$ cat config.mk
export PLATFORM = sky130hd
export DESIGN_NAME = _difetto_tap
export DESIGN_NICKNAME = d
export VERILOG_FILES = /design/src/rtl/_difetto_tap.sv
export SDC_FILE = /design/constraint.sdc
export NUM_CORES = 1
export LEC_CHECK = 0
export ABC_AREA = 1
export BUFFER_PORTS_ARGS = -buffer_cell sky130_fd_sc_hd__buf_2
export CORE_MARGIN = 2
export CORE_UTILIZATION = 55
export DETAILED_ROUTE_END_ITERATION = 10
export PLACE_DENSITY_LB_ADDON = 0.12
export RECOVER_POWER = 100
export SETUP_SLACK_MARGIN = 0.3
export SLEW_MARGIN = 20
export SYNTH_ARGS = -nofsm -noshare
export SYNTH_HDL_FRONTEND = slang
export SYNTH_SLANG_ARGS = --single-unit
$ cat constraint.sdc
create_clock -name CLK -period 2.4 [get_ports CLK]
set_clock_uncertainty 0.1 [all_clocks]
set_input_delay 0 -clock CLK [delete_from_list [all_inputs] [get_ports CLK]]
set_output_delay 0 -clock CLK [all_outputs]
set_load 0.05 [all_outputs]
$ cat src/rtl/_difetto_tap.sv
// IEEE 1149.1 TAP controller: 16-state TMS FSM, configurable instruction register,
// IDCODE/BYPASS data registers and the TDO mux for the boundary and internal scan chains.
module _difetto_tap #(
  parameter int          IR_WIDTH      = 4,
  parameter logic [31:0] IDCODE        = 32'h0000_0001,
  parameter logic        TEST_POLARITY = 1'b1
) (
  input  logic CLK,
  input  logic RESET_N,
  input  logic TMS,
  input  logic TDI,
  output logic TDO,
  output logic TDO_EN,
  output logic BSR_SI,
  input  logic BSR_SO,
  input  logic SCAN_SO,
  output logic TEST,
  output logic BSR_SEL,
  output logic SCAN_SEL,
  output logic CAPTURE_DR,
  output logic SHIFT_DR,
  output logic UPDATE_DR
);

  typedef enum logic [3:0] {
    TLR, RTI,
    SEL_DR, CAP_DR, SH_DR, EX1_DR, PA_DR, EX2_DR, UPD_DR,
    SEL_IR, CAP_IR, SH_IR, EX1_IR, PA_IR, EX2_IR, UPD_IR
  } state_t;

  typedef enum logic [2:0] {I_EXTEST, I_IDCODE, I_SAMPLE, I_SCAN, I_BYPASS} instr_t;

  localparam logic [IR_WIDTH-1:0] CODE_IDCODE  = IR_WIDTH'(1);
  localparam logic [IR_WIDTH-1:0] CODE_SAMPLE  = IR_WIDTH'(2);
  localparam logic [IR_WIDTH-1:0] CODE_SCAN    = IR_WIDTH'(3);
  localparam logic [31:0]         IDCODE_VALUE = IDCODE | 32'd1;

  // All-ones is checked first so BYPASS wins even when IR_WIDTH makes it alias SCAN.
  function automatic instr_t decode(input logic [IR_WIDTH-1:0] code);
    if (&code)                    return I_BYPASS;
    else if (code == '0)          return I_EXTEST;
    else if (code == CODE_IDCODE) return I_IDCODE;
    else if (code == CODE_SAMPLE) return I_SAMPLE;
    else if (code == CODE_SCAN)   return I_SCAN;
    else                          return I_BYPASS;
  endfunction

  state_t              state, next_state;
  instr_t              instr;
  logic [IR_WIDTH-1:0] ir_shift, ir_active;
  logic [31:0]         idcode_reg;
  logic                bypass_reg;
  logic                dr_so;

  assign instr  = decode(ir_active);
  assign BSR_SI = TDI;

  // NOTE: sequential state uses non-blocking assignments so every flop samples pre-edge values.
  always_ff @(posedge CLK or negedge RESET_N) begin
    if (!RESET_N) state <= TLR;
    else          state <= next_state;
  end

  // NOTE: next_state defaults to state up front so no path through the case can infer a latch.
  always_comb begin
    next_state = state;
    unique case (state)
      TLR:    next_state = TMS ? TLR    : RTI;
      RTI:    next_state = TMS ? SEL_DR : RTI;
      SEL_DR: next_state = TMS ? SEL_IR : CAP_DR;
      CAP_DR: next_state = TMS ? EX1_DR : SH_DR;
      SH_DR:  next_state = TMS ? EX1_DR : SH_DR;
      EX1_DR: next_state = TMS ? UPD_DR : PA_DR;
      PA_DR:  next_state = TMS ? EX2_DR : PA_DR;
      EX2_DR: next_state = TMS ? UPD_DR : SH_DR;
      UPD_DR: next_state = TMS ? SEL_DR : RTI;
      SEL_IR: next_state = TMS ? TLR    : CAP_IR;
      CAP_IR: next_state = TMS ? EX1_IR : SH_IR;
      SH_IR:  next_state = TMS ? EX1_IR : SH_IR;
      EX1_IR: next_state = TMS ? UPD_IR : PA_IR;
      PA_IR:  next_state = TMS ? EX2_IR : PA_IR;
      EX2_IR: next_state = TMS ? UPD_IR : SH_IR;
      UPD_IR: next_state = TMS ? SEL_DR : RTI;
      default: next_state = TLR;
    endcase
  end

  always_comb begin
    BSR_SEL    = (instr == I_EXTEST) || (instr == I_SAMPLE);
    SCAN_SEL   = (instr == I_SCAN);
    TEST       = (instr == I_EXTEST) ? TEST_POLARITY : !TEST_POLARITY;
    CAPTURE_DR = (state == CAP_DR) && (BSR_SEL || SCAN_SEL);
    SHIFT_DR   = (state == SH_DR)  && (BSR_SEL || SCAN_SEL);
    UPDATE_DR  = (state == UPD_DR) && BSR_SEL;
  end

  // Entering TLR restores IDCODE on the same edge, so TLR never sees a stale instruction.
  always_ff @(posedge CLK or negedge RESET_N) begin
    if (!RESET_N)                ir_active <= CODE_IDCODE;
    else if (next_state == TLR)  ir_active <= CODE_IDCODE;
    else if (state == UPD_IR)    ir_active <= ir_shift;
  end

  always_ff @(posedge CLK or negedge RESET_N) begin
    if (!RESET_N)              ir_shift <= CODE_IDCODE;
    else if (state == CAP_IR)  ir_shift <= CODE_IDCODE;
    else if (state == SH_IR)   ir_shift <= {TDI, ir_shift[IR_WIDTH-1:1]};
  end

  always_ff @(posedge CLK or negedge RESET_N) begin
    if (!RESET_N) begin
      idcode_reg <= IDCODE_VALUE;
      bypass_reg <= 1'b0;
    end else begin
      if (instr == I_IDCODE) begin
        if (state == CAP_DR)     idcode_reg <= IDCODE_VALUE;
        else if (state == SH_DR) idcode_reg <= {TDI, idcode_reg[31:1]};
      end
      if (instr == I_BYPASS) begin
        if (state == CAP_DR)     bypass_reg <= 1'b0;
        else if (state == SH_DR) bypass_reg <= TDI;
      end
    end
  end

  always_comb begin
    unique case (instr)
      I_EXTEST, I_SAMPLE: dr_so = BSR_SO;
      I_SCAN:             dr_so = SCAN_SO;
      I_IDCODE:           dr_so = idcode_reg[0];
      default:            dr_so = bypass_reg;
    endcase
  end

  // Falling-edge TDO keeps data stable for the downstream device's rising-edge sample.
  always_ff @(negedge CLK or negedge RESET_N) begin
    if (!RESET_N) begin
      TDO    <= 1'b0;
      TDO_EN <= 1'b0;
    end else begin
      unique case (state)
        SH_IR: begin
          TDO    <= ir_shift[0];
          TDO_EN <= 1'b1;
        end
        SH_DR: begin
          TDO    <= dr_so;
          TDO_EN <= 1'b1;
        end
        default: begin
          TDO    <= 1'b0;
          TDO_EN <= 1'b0;
        end
      endcase
    end
  end

endmodule
; ---- After elaboration in Yosys (flattened, before gate mapping)
; Cells that the tools add are included.
[classes]
n_addsub = 0
mul = 0
div = 0
n_lt_le_gt_ge = 0
eq_ne = 22
shift = 0
muxes = 30
bitwise = 0
n_reduce_logical = 20
[ops]
columns = operator, count
row1 = 32-bit 2-to-1 mux, 2
row2 = 4-bit case mux with 12 select lines, 1
row3 = "4-bit equality test, second input constant", 8
row4 = 4-bit 2-to-1 mux, 8
row5 = 3-bit 2-to-1 mux, 7
row6 = "4-bit by 2-bit equality test with 1-bit output, second input constant", 4
row7 = "4-bit by 3-bit equality test with 1-bit output, second input constant", 4
row8 = 4-bit logical NOT, 3
row9 = "4-bit by 1-bit equality test with 1-bit output, second input constant", 2
row10 = 2-bit OR reduction, 4
row11 = 1-bit 2-to-1 mux, 7
row12 = "3-bit by 2-bit equality test with 1-bit output, second input constant", 2
row13 = 2-bit 2-to-1 mux, 3
row14 = 2-bit nonzero test, 3
row15 = 2-bit AND reduction, 2
row16 = 4-bit AND reduction, 1
row17 = "3-bit by 1-bit equality test with 1-bit output, second input constant", 1
row18 = "3-bit equality test, second input constant", 1
row19 = 1-bit logical AND, 3
row20 = 3-bit logical NOT, 1
row21 = 1-bit case mux with 3 select lines, 1
row22 = 3-bit OR reduction, 1
row23 = 1-bit logical OR, 2
row24 = 1-bit case mux with 2 select lines, 1
[word_totals]
regBits = 47
latch_bits = 0
ramBits = 0
rom_bits = 0
in_bits = 6
output_inout_bits = 9
elab_cells = 79
memories = 0

; ---- Logic depth before layout (Yosys ltp)
; Gate-level depths: netlist (run 1).
[logic_depth]
ltp_word = 10
mapped_depth = 10
mapped_depth_nobuf = 10

==> flow_summary.json, run 1 <==
{
  "status": "complete, but fails checks",
  "violations": "setup timing",
  "syn-cell-area_sq_um": 2357,
  "grt_pass1_vias": 1808,
  "timing.rr.end": "TDO",
  "peakVddDrop_mv": 0.6131,
  "final_net_count": 308,
  "ys_seq_area_share_pct": 50.05,
  "cp_data_arrival_time_ns": 1.33,
  "worstMarginPinSlew_ns": 0.9872,
  "start_util_pct": 58.09,
  "dpl.hpwl_um": 3161,
  "grt_pass1_wl_um": 8535,
  "synth_nets": 275,
  "criticalPathCategory": "reg2reg",
  "rsz0062_at_grt": "yes",
  "cts_root_buf": "clkbuf_8",
  "yosysUniqueCellTypes": 29,
  "ys.warnings.count": 0,
  "synth-seq-cells": 47,
  "core_area_sq_um": 4058,
  "clk_pin_slew_ns": 0.09,
  "leakage_nw": 1.265,
  "post-route-util_pct": 64.82,
  "via_per_inst": 5.195,
  "drv_slew": 0,
  "overflow": 0,
  "worstSetupEndpointType": "flip-flop",
  "grt_max_degree": 65,
  "synth_top_area_share_pct": 44.59,
  "rrSetupSlack_ns": -0.09,
  "synth_area_leader_cell": "dfrtp_1",
  "hold_violations": 0,
  "postSynthAreaPerCell_sq_um": 8.763,
  "htreeDepth": 2,
  "synthCells": 269,
  "drc": 0,
  "setup_viol": 1,
  "cpPeakStageDelay_ns": 0.58,
  "wl_per_cell_um": 13.67,
  "clockBufferDepth": 2,
  "hp-class": "in2async",
  "synth_edf_count": 0,
  "grt.total_usage_pct": 22.05,
  "syn_to_final_growth_pct": 11.57,
  "slew_headroom_pct": 34.19,
  "timing.rr.start": "ir_active[0]",
  "setup_ws_ns": -0.08646,
  "dieArea_sq_um": 4825,
  "drt_pass1_iterations": 4,
  "cpMaxStageDelayCell": "dfstp_2",
  "dp_slack_ns": -0.09215,
  "cts_sinks": 47,
  "insertedDiodeCount": 0,
  "cap_violations": 0,
  "drive_gt1_share_pct": 24.75,
  "place.gp.congestion": 0.8615,
  "rows": 23,
  "reg2regPathDepth": 6,
  "cp.required_ns": 1.24,
  "cts_buffers": 5,
  "antenna_found_initial": 0,
  "numPortBuffers": 14,
  "cp-start-kind": "flip-flop",
  "worstPathMaxFanout": 3,
  "cts_tree": "done",
  "synth_area_leaders": "dfrtp_1 45%, nand2_1 15%, o21ai_2 12%",
  "finalSetupTns_ns": -0.08646,
  "synthArstFlopShare_pct": 100.0,
  "ios": 15,
  "vias": 1834,
  "synth.most_common_cell": "nand2_1",
  "synthTopCellsByCount": "94 x nand2_1, 42 x dfrtp_1, 33 x o21ai_2",
  "drt_iter0_markers": 99,
  "die_h_um": 69.47,
  "path_cells": "buf_12 > nor2_4 > nand2_1 > nand3_2 > nor2_2 > o22ai_1",
  "insertion_delay_ns": 0.29,
  "fp.dieW_um": 69.47,
  "dpl-instance-area_sq_um": 2507,
  "synth_ff_type": "dfrtp_1",
  "largest_register_ffs": 32,
  "wl_um": 4826,
  "power.density_nw_per_um2": 1014,
  "fin_area_sq_um": 2630,
  "ant_nets": 0
}
-- stage by stage --
step / instances / power, W / hold slack (ns)
global placement: 330 / 0.002103 / -0.2557
CTS: 351 / 0.002814 / 0.1342
global route: 353 / 0.002860 / 0.3051
finish: 353 / 0.002667 / 0.2340
detailed placement: 330 / 0.002122 / -0.2552
floorplan: 269 / 0.001999 / -0.3956
-- per-layer routing --
metal / routed length, um / global-route usage [%] / up-vias
met5: 0 / 0 / -
met4: 109 / 7.625 / 0
met3: 149 / 4.797 / 13
met2: 2306 / 34.19 / 31
met1: 2260 / 30.81 / 861
li1: - / - / 929
-- critical path, delay by kind of cell (launching register included) --
| family | cells | cell delay, ns |
|---|---|---|
| buffers and inverters | 1 | 0.11 |
| and+or+nand+nor | 4 | 0.28 |
| DFF | 1 | 0.58 |
| AOI/OAI and AO/OA | 1 | 0.07 |
-- what timing repair did --
item	in CTS	in global routing
hold endpoints to repair	48	0
buffers inserted	9	2
endpoints found under the setup margin	4	9
gates resized for setup	8	6
pin swaps	4	6
hold buffers	4	0
-- power breakdown --
group	internal [W]	leakage (nW)	switching [W]
logic	0.000324	0.577	0.000689
clock network	0.000337	0.0612	0.000253
registers	0.000965	0.627	0.0000998
total	0.00163	1.27	0.00104
-- placed cells by master (no fill, tap or decap), types with 2 or more instances in the layout --
cell type / Yosys / layout
nand2_1: 94 / 93
dfrtp_1: 42 / 40
o21ai_0: 2 / 28
nor2_1: 17 / 15
buf_4: 1 / 13
a21oi_1: 10 / 10
inv_1: 14 / 9
nor2_2: 8 / 8
inv_2: 3 / 7
nand3_1: 8 / 7
clkbuf_1: 3 / 7
o21ai_2: 33 / 6
clkbuf_8: 0 / 6
nand2_4: 4 / 5
buf_2: 0 / 5
clkbuf_2: 0 / 5
nand2_2: 4 / 4
dlygate4sd3_1: 0 / 4
o22ai_1: 3 / 3
dfstp_2: 3 / 3
dfrtn_1: 2 / 2
nor2_4: 0 / 2
o21ai_1: 1 / 2
nand3_2: 1 / 2
nor3_1: 2 / 2
dfrtp_2: 0 / 2
-- cell type report --
type	instances	area [sq um]
fill	384	1428
sequential	47	1182
multi-input combinational	193	947.2
timing repair buffer	36	241.5
clock buffer	6	82.58
inverter	19	78.83
tap	50	62.56
clock inverter	2	35.03
-- kinds of logic after synthesis --
family / after synthesis / share of synthesized area, %
compound gates: 52 / 16.72
buf+inv: 29 / 6.900
flops: 47 / 50.05
simple gates: 141 / 26.33
-- worst max-delay path by stage --
| stage | endpoint | slack, ns | cells after the start | startpoint |
|---|---|---|---|---|
| floorplan | TDO | -0.1 | 6 | ir_active[0] |
| global placement | TDO | -0.05 | 6 | ir_active[0] |
| detailed placement | TDO | -0.09 | 6 | ir_active[0] |
| CTS | TDO | -0.05 | 7 | ir_active[3] |
| global route | TDO | -0.16 | 6 | ir_active[0] |
| finish | TDO | -0.09 | 6 | ir_active[0] |
(Power assumes the default switching activity.)
==> run 2: changes to the inputs <==
Settings changed: CTS_BUF_LIST from default to sky130_fd_sc_hd__clkbuf_2 sky130_fd_sc_hd__clkbuf_4 sky130_fd_sc_hd__clkbuf_8.
Clock period 2.4 ns to 2.3 ns, I/O delays scaled along.
==> run 2 against run 1 <==
The run still ends with setup timing left. Die area did not move. Cell area rose by 3.1%. Setup slack improved by 0.0036 ns. Flip-flop and latch count did not move. Non-clock buffer count rose by 7. Combinational power rose by 15%. Final cell count rose by 2.0%. Sequential power rose by 5%. Clock power fell by 14%. Largest power group is now combinational cells.
==> flow_summary.json, run 2 (synthesized netlist as in run 1, its figures left out) <==
{
  "timing.rr.end": "TDO",
  "cp_data_arrival_time_ns": 1.45,
  "rows": 23,
  "drive_gt1_share_pct": 30.65,
  "antenna_found_initial": 0,
  "place.gp.congestion": 0.8678,
  "leakage_nw": 1.305,
  "timing.rr.start": "ir_active[0]",
  "cpPeakStageDelay_ns": 0.59,
  "dpl.hpwl_um": 3042,
  "setup_viol": 1,
  "core_area_sq_um": 4058,
  "clockBufferDepth": 2,
  "hold_violations": 0,
  "grt_pass1_vias": 1805,
  "rsz0062_at_grt": "yes",
  "status": "complete, but fails checks",
  "clk_pin_slew_ns": 0.08,
  "grt_max_degree": 41,
  "grt_pass1_wl_um": 7907,
  "drt_iter0_markers": 104,
  "insertion_delay_ns": 0.29,
  "worstPathMaxFanout": 4,
  "fp.dieW_um": 69.47,
  "grt.total_usage_pct": 20.17,
  "criticalPathCategory": "reg2reg",
  "cts_root_buf": "clkbuf_8",
  "dieArea_sq_um": 4825,
  "htreeDepth": 2,
  "cts_tree": "done",
  "start_util_pct": 58.09,
  "peakVddDrop_mv": 0.6418,
  "ios": 15,
  "vias": 1853,
  "drc": 0,
  "cp-start-kind": "flip-flop",
  "cts_buffers": 5,
  "numPortBuffers": 14,
  "slew_headroom_pct": 34.63,
  "via_per_inst": 5.147,
  "drt_pass1_iterations": 4,
  "reg2regPathDepth": 6,
  "worstMarginPinSlew_ns": 0.9805,
  "setup_ws_ns": -0.08286,
  "rrSetupSlack_ns": -0.08,
  "cts_sinks": 47,
  "ant_nets": 0,
  "final_net_count": 315,
  "fin_cells": 360,
  "hold_depth": 2,
  "place_inst": 335,
  "cap_violations": 0,
  "syn_to_final_growth_pct": 15.07,
  "wl_per_cell_um": 12.87,
  "die_h_um": 69.47,
  "cp.required_ns": 1.37,
  "power.density_nw_per_um2": 1021,
  "drv_slew": 0,
  "hp-start": "idcode_reg[8]",
  "overflow": 0,
  "layout_commonest_cell": "nand2_1",
  "path_cells": "inv_2 > nor3_4 > nand2_1 > nand3_1 > nor2_1 > o22ai_1",
  "hp-class": "reg2reg",
  "mostFrequentLayoutCells": "94 x nand2_1, 40 x dfrtp_1, 23 x o21ai_2",
  "cpMaxStageDelayCell": "dfstp_2",
  "violations": "setup timing",
  "worstSetupEndpointType": "flip-flop",
  "min_delay_worst_endpoint": "idcode_reg[8]",
  "insertedDiodeCount": 0,
  "wl_um": 4634,
  "post-route-util_pct": 66.85,
  "largest_register_ffs": 32
}
## run 2: report_power, final
| part | internal, W | total, W | switching, W |
|---|---|---|---|
| logic | 0.000379 | 0.00116 | 0.000776 |
| clock network | 0.000252 | 0.000506 | 0.000254 |
| registers | 0.00101 | 0.00111 | 0.000103 |
## run 2: what timing repair did
action | 4_1_cts | 5_1_grt
hold buffers | 4 | 0
gates resized for setup | 9 | 7
endpoints found under the setup margin | 4 | 28
hold endpoints to repair | 47 | 0
pin swaps | 2 | 5
setup buffers | 9 | 4
## run 2: area by class of cell
cell class | instances | area, sq um
multi-input combinational | 193 | 1008
fill | 351 | 1345
tap | 50 | 62.56
sequential | 47 | 1182
timing repair buffer | 43 | 291.5
clock buffer | 8 | 91.34
inverter | 19 | 76.32
## run 2: how the worst max path moves through the flow
stage	start	end	slack [ns]	cells past startpoint
floorplan	ir_active[0]	TDO	-0.15	6
global placement	ir_active[0]	TDO	-0.02	6
detailed placement	ir_active[0]	TDO	-0.05	6
CTS	ir_active[2]	TDO	-0.03	7
global route	ir_active[0]	TDO	-0.16	6
finish	ir_active[0]	TDO	-0.08	6
## run 2: metal layers
layer / global-route usage [%] / wire length [um] / vias to the layer above
met2: 32.37 / 2297 / 33
met5: 0 / 0 / -
li1: - / - / 936
met3: 4.942 / 140 / 2
met4: 6.972 / 19 / 0
met1: 26.85 / 2177 / 882
## run 2: metrics by stage
| stage | setup TNS, ns | worst slack [ns] | cell area [sq um] | total power (W) | hold WS [ns] |
|---|---|---|---|---|---|
| after detailed placement | -0.04881 | -0.04881 | 2532 | 0.002250 | -0.2424 |
| after global routing | -0.8547 | -0.1648 | 2713 | 0.002983 | 0.4044 |
| final | -0.08286 | -0.08286 | 2713 | 0.002770 | 0.3826 |
| after floorplan | -0.1460 | -0.1460 | 2396 | 0.002085 | -0.3956 |
| after CTS | -0.03228 | -0.03228 | 2759 | 0.002848 | 0.3031 |
| after global placement | -0.02114 | -0.02114 | 2532 | 0.002242 | -0.2393 |
## run 2: worst max-delay path: cells and delay by family, from the launching register on
kind / cells / cell delay (ns)
simple gates: 4 / 0.39
buf+inv: 1 / 0.07
flops: 1 / 0.59
compound gates: 1 / 0.10
==> run 3: changes to the inputs <==
Settings changed: PLACE_DENSITY from default to 0.73, PLACE_DENSITY_LB_ADDON 0.12 to default.
==> run 3 against run 2 <==
The run still ends with setup timing left. First-iteration DRC count grew 49%. Sequential power about the same. Final cell count is the same. Combinational power up 3%. Clock power up 25%. Critical path type unchanged. Largest cell class unchanged.
==> flow_summary.json, run 3 (synthesized netlist as in run 1, its figures left out) <==
{
  "rsz0062_at_grt": "yes",
  "fp.dieW_um": 69.47,
  "dr_wl_met2_um": 2165,
  "internal-power_w": 0.001749,
  "via_per_inst": 5.114,
  "largest_register_ffs": 32,
  "finalSetupTns_ns": -0.03989,
  "grt.total_usage_pct": 20.68,
  "htreeDepth": 2,
  "hp-class": "reg2reg",
  "clk_pin_slew_ns": 0.08,
  "hold_violations": 0,
  "ant_nets": 0,
  "cpMaxStageDelayCell": "dfstp_2",
  "crit_family": "flip-flops",
  "overflow": 0,
  "drt_pass1_iterations": 6,
  "antenna_found_initial": 0,
  "cts_buffers": 5,
  "dp_slack_ns": -0.06217,
  "wl_um": 4590,
  "criticalPathCategory": "reg2reg",
  "path_buf_inv": 0,
  "peakVddDrop_mv": 0.5437,
  "ios": 15,
  "violations": "setup timing",
  "pwr-share-clk_pct": 21.5,
  "switching_share_pct": 40.43,
  "cp.required_ns": 1.19,
  "cap_violations": 0,
  "wl_per_cell_um": 12.75,
  "cts_tree": "done",
  "wl_met3_um": 173,
  "final_net_count": 315,
  "cts_sinks": 47,
  "dieArea_sq_um": 4825,
  "mostFrequentLayoutCells": "94 x nand2_1, 41 x dfrtp_1, 32 x o21ai_2",
  "worstPathMaxFanout": 5,
  "drc": 0,
  "drive_gt1_share_pct": 32.58,
  "start_util_pct": 58.09,
  "drt_iter0_markers": 155,
  "die_h_um": 69.47,
  "rows": 23,
  "grt_max_degree": 65,
  "vias": 1841,
  "grt_pass1_vias": 1747,
  "place.gp.congestion": 0.8939,
  "core_area_sq_um": 4058,
  "top_layer": "met4",
  "layout_commonest_cell": "nand2_1",
  "clockBufferDepth": 2,
  "dpl.hpwl_um": 2970,
  "status": "complete, but fails checks",
  "path_cells": "nor2_4 > nand2_1 > nand3_1 > nor2_1 > o22ai_1",
  "numPortBuffers": 14,
  "worstMarginPinSlew_ns": 0.8974,
  "seqPwrFrac_pct": 37.6,
  "cp-start-kind": "flip-flop",
  "comb_power_share_pct": 40.8,
  "leakage_nw": 1.316,
  "nFillCells": 331,
  "setup_ws_ns": -0.03989,
  "insertion_delay_ns": 0.30,
  "power.switching_w": 0.001187,
  "cp_data_arrival_time_ns": 1.23,
  "wl_met1_um": 2224,
  "slew_headroom_pct": 40.17,
  "setup_viol": 1,
  "cpPeakStageDelay_ns": 0.60,
  "drv_slew": 0,
  "insertedDiodeCount": 0,
  "power.density_nw_per_um2": 1059,
  "syn_to_final_growth_pct": 17.57,
  "cts_root_buf": "clkbuf_8",
  "grt_pass1_wl_um": 8017,
  "worstSetupEndpointType": "flip-flop"
}
-- run 3: changes by cell type in the layout (fill, tap and decap cells not counted), sizes merged --
| cell | previous run | this run |
|---|---|---|
| buf | 25 | 26 |
| bufinv | 0 | 1 |
| dlygate4sd3 | 4 | 5 |
| clkbuf | 22 | 18 |
| inv | 16 | 17 |
-- run 3: routing by layer --
layer	vias up	global-route usage, %
met3	5	5.378
met1	858	30.01
met2	35	31.62
li1	943	-
met4	0	4.357
met5	-	0
-- run 3: final cells by class --
class                      count  area, sq um  share of cell area [%]
inverter                      19        75.07                   2.709
timing repair buffer          43        295.3                   10.65
clock inverter                 2        38.79                   1.400
multi-input combinational    193         1036                   37.38
sequential                    47         1181                   42.62
tap                           50        62.56                   2.257
clock buffer                   6        82.58                   2.980
-- run 3: through the flow --
stage	util, %	hold WS (ns)	total power [W]	instance area, sq um	cells
CTS	67.99	0.002271	0.002963	2759	351
global placement	62.23	-0.2170	0.002225	2525	334
global route	68.30	0.4002	0.003153	2771	360
finish	68.30	0.3849	0.002936	2771	360
floorplan	-	-0.3956	0.002085	2396	269
detailed placement	62.23	-0.2084	0.002240	2525	334
-- run 3: final timing paths --
check                               from            end  slack [ns]  cells after the start
max in group asynchronous        RESET_N            TDO        0.09                      3
setup reg to reg            ir_active[0]            TDO       -0.04                      5
min in group asynchronous        RESET_N       state[3]        0.61                      3
hold / removal             idcode_reg[5]  idcode_reg[5]        0.38                      2
hold reg to reg            idcode_reg[5]  idcode_reg[5]        0.38                      2
setup / recovery            ir_active[0]            TDO       -0.04                      5
-- run 3: power groups by stage --
stage | registers (W) | clock network [W] | logic, W
floorplan | 0.00114 | 0 | 0.000944
global placement | 0.00113 | 0 | 0.00109
detailed placement | 0.00113 | 0 | 0.00111
CTS | 0.00112 | 0.000648 | 0.00120
global route | 0.00113 | 0.000685 | 0.00134
finish | 0.00111 | 0.000633 | 0.00120
-- run 3: what timing repair did --
item	CTS	global route
buffers inserted	6	7
endpoints found under the hold margin	49	3
endpoints found under the setup margin	36	34
hold buffers	3	2
resized for setup	12	2
pin swaps	4	1
-- run 3: worst register-to-register path, cell delays in order (launching register included) --
cell     delay (ns)
dfstp_2        0.60
nor2_4         0.05
nand2_1        0.06
nand3_1        0.07
nor2_1         0.09
o22ai_1        0.07
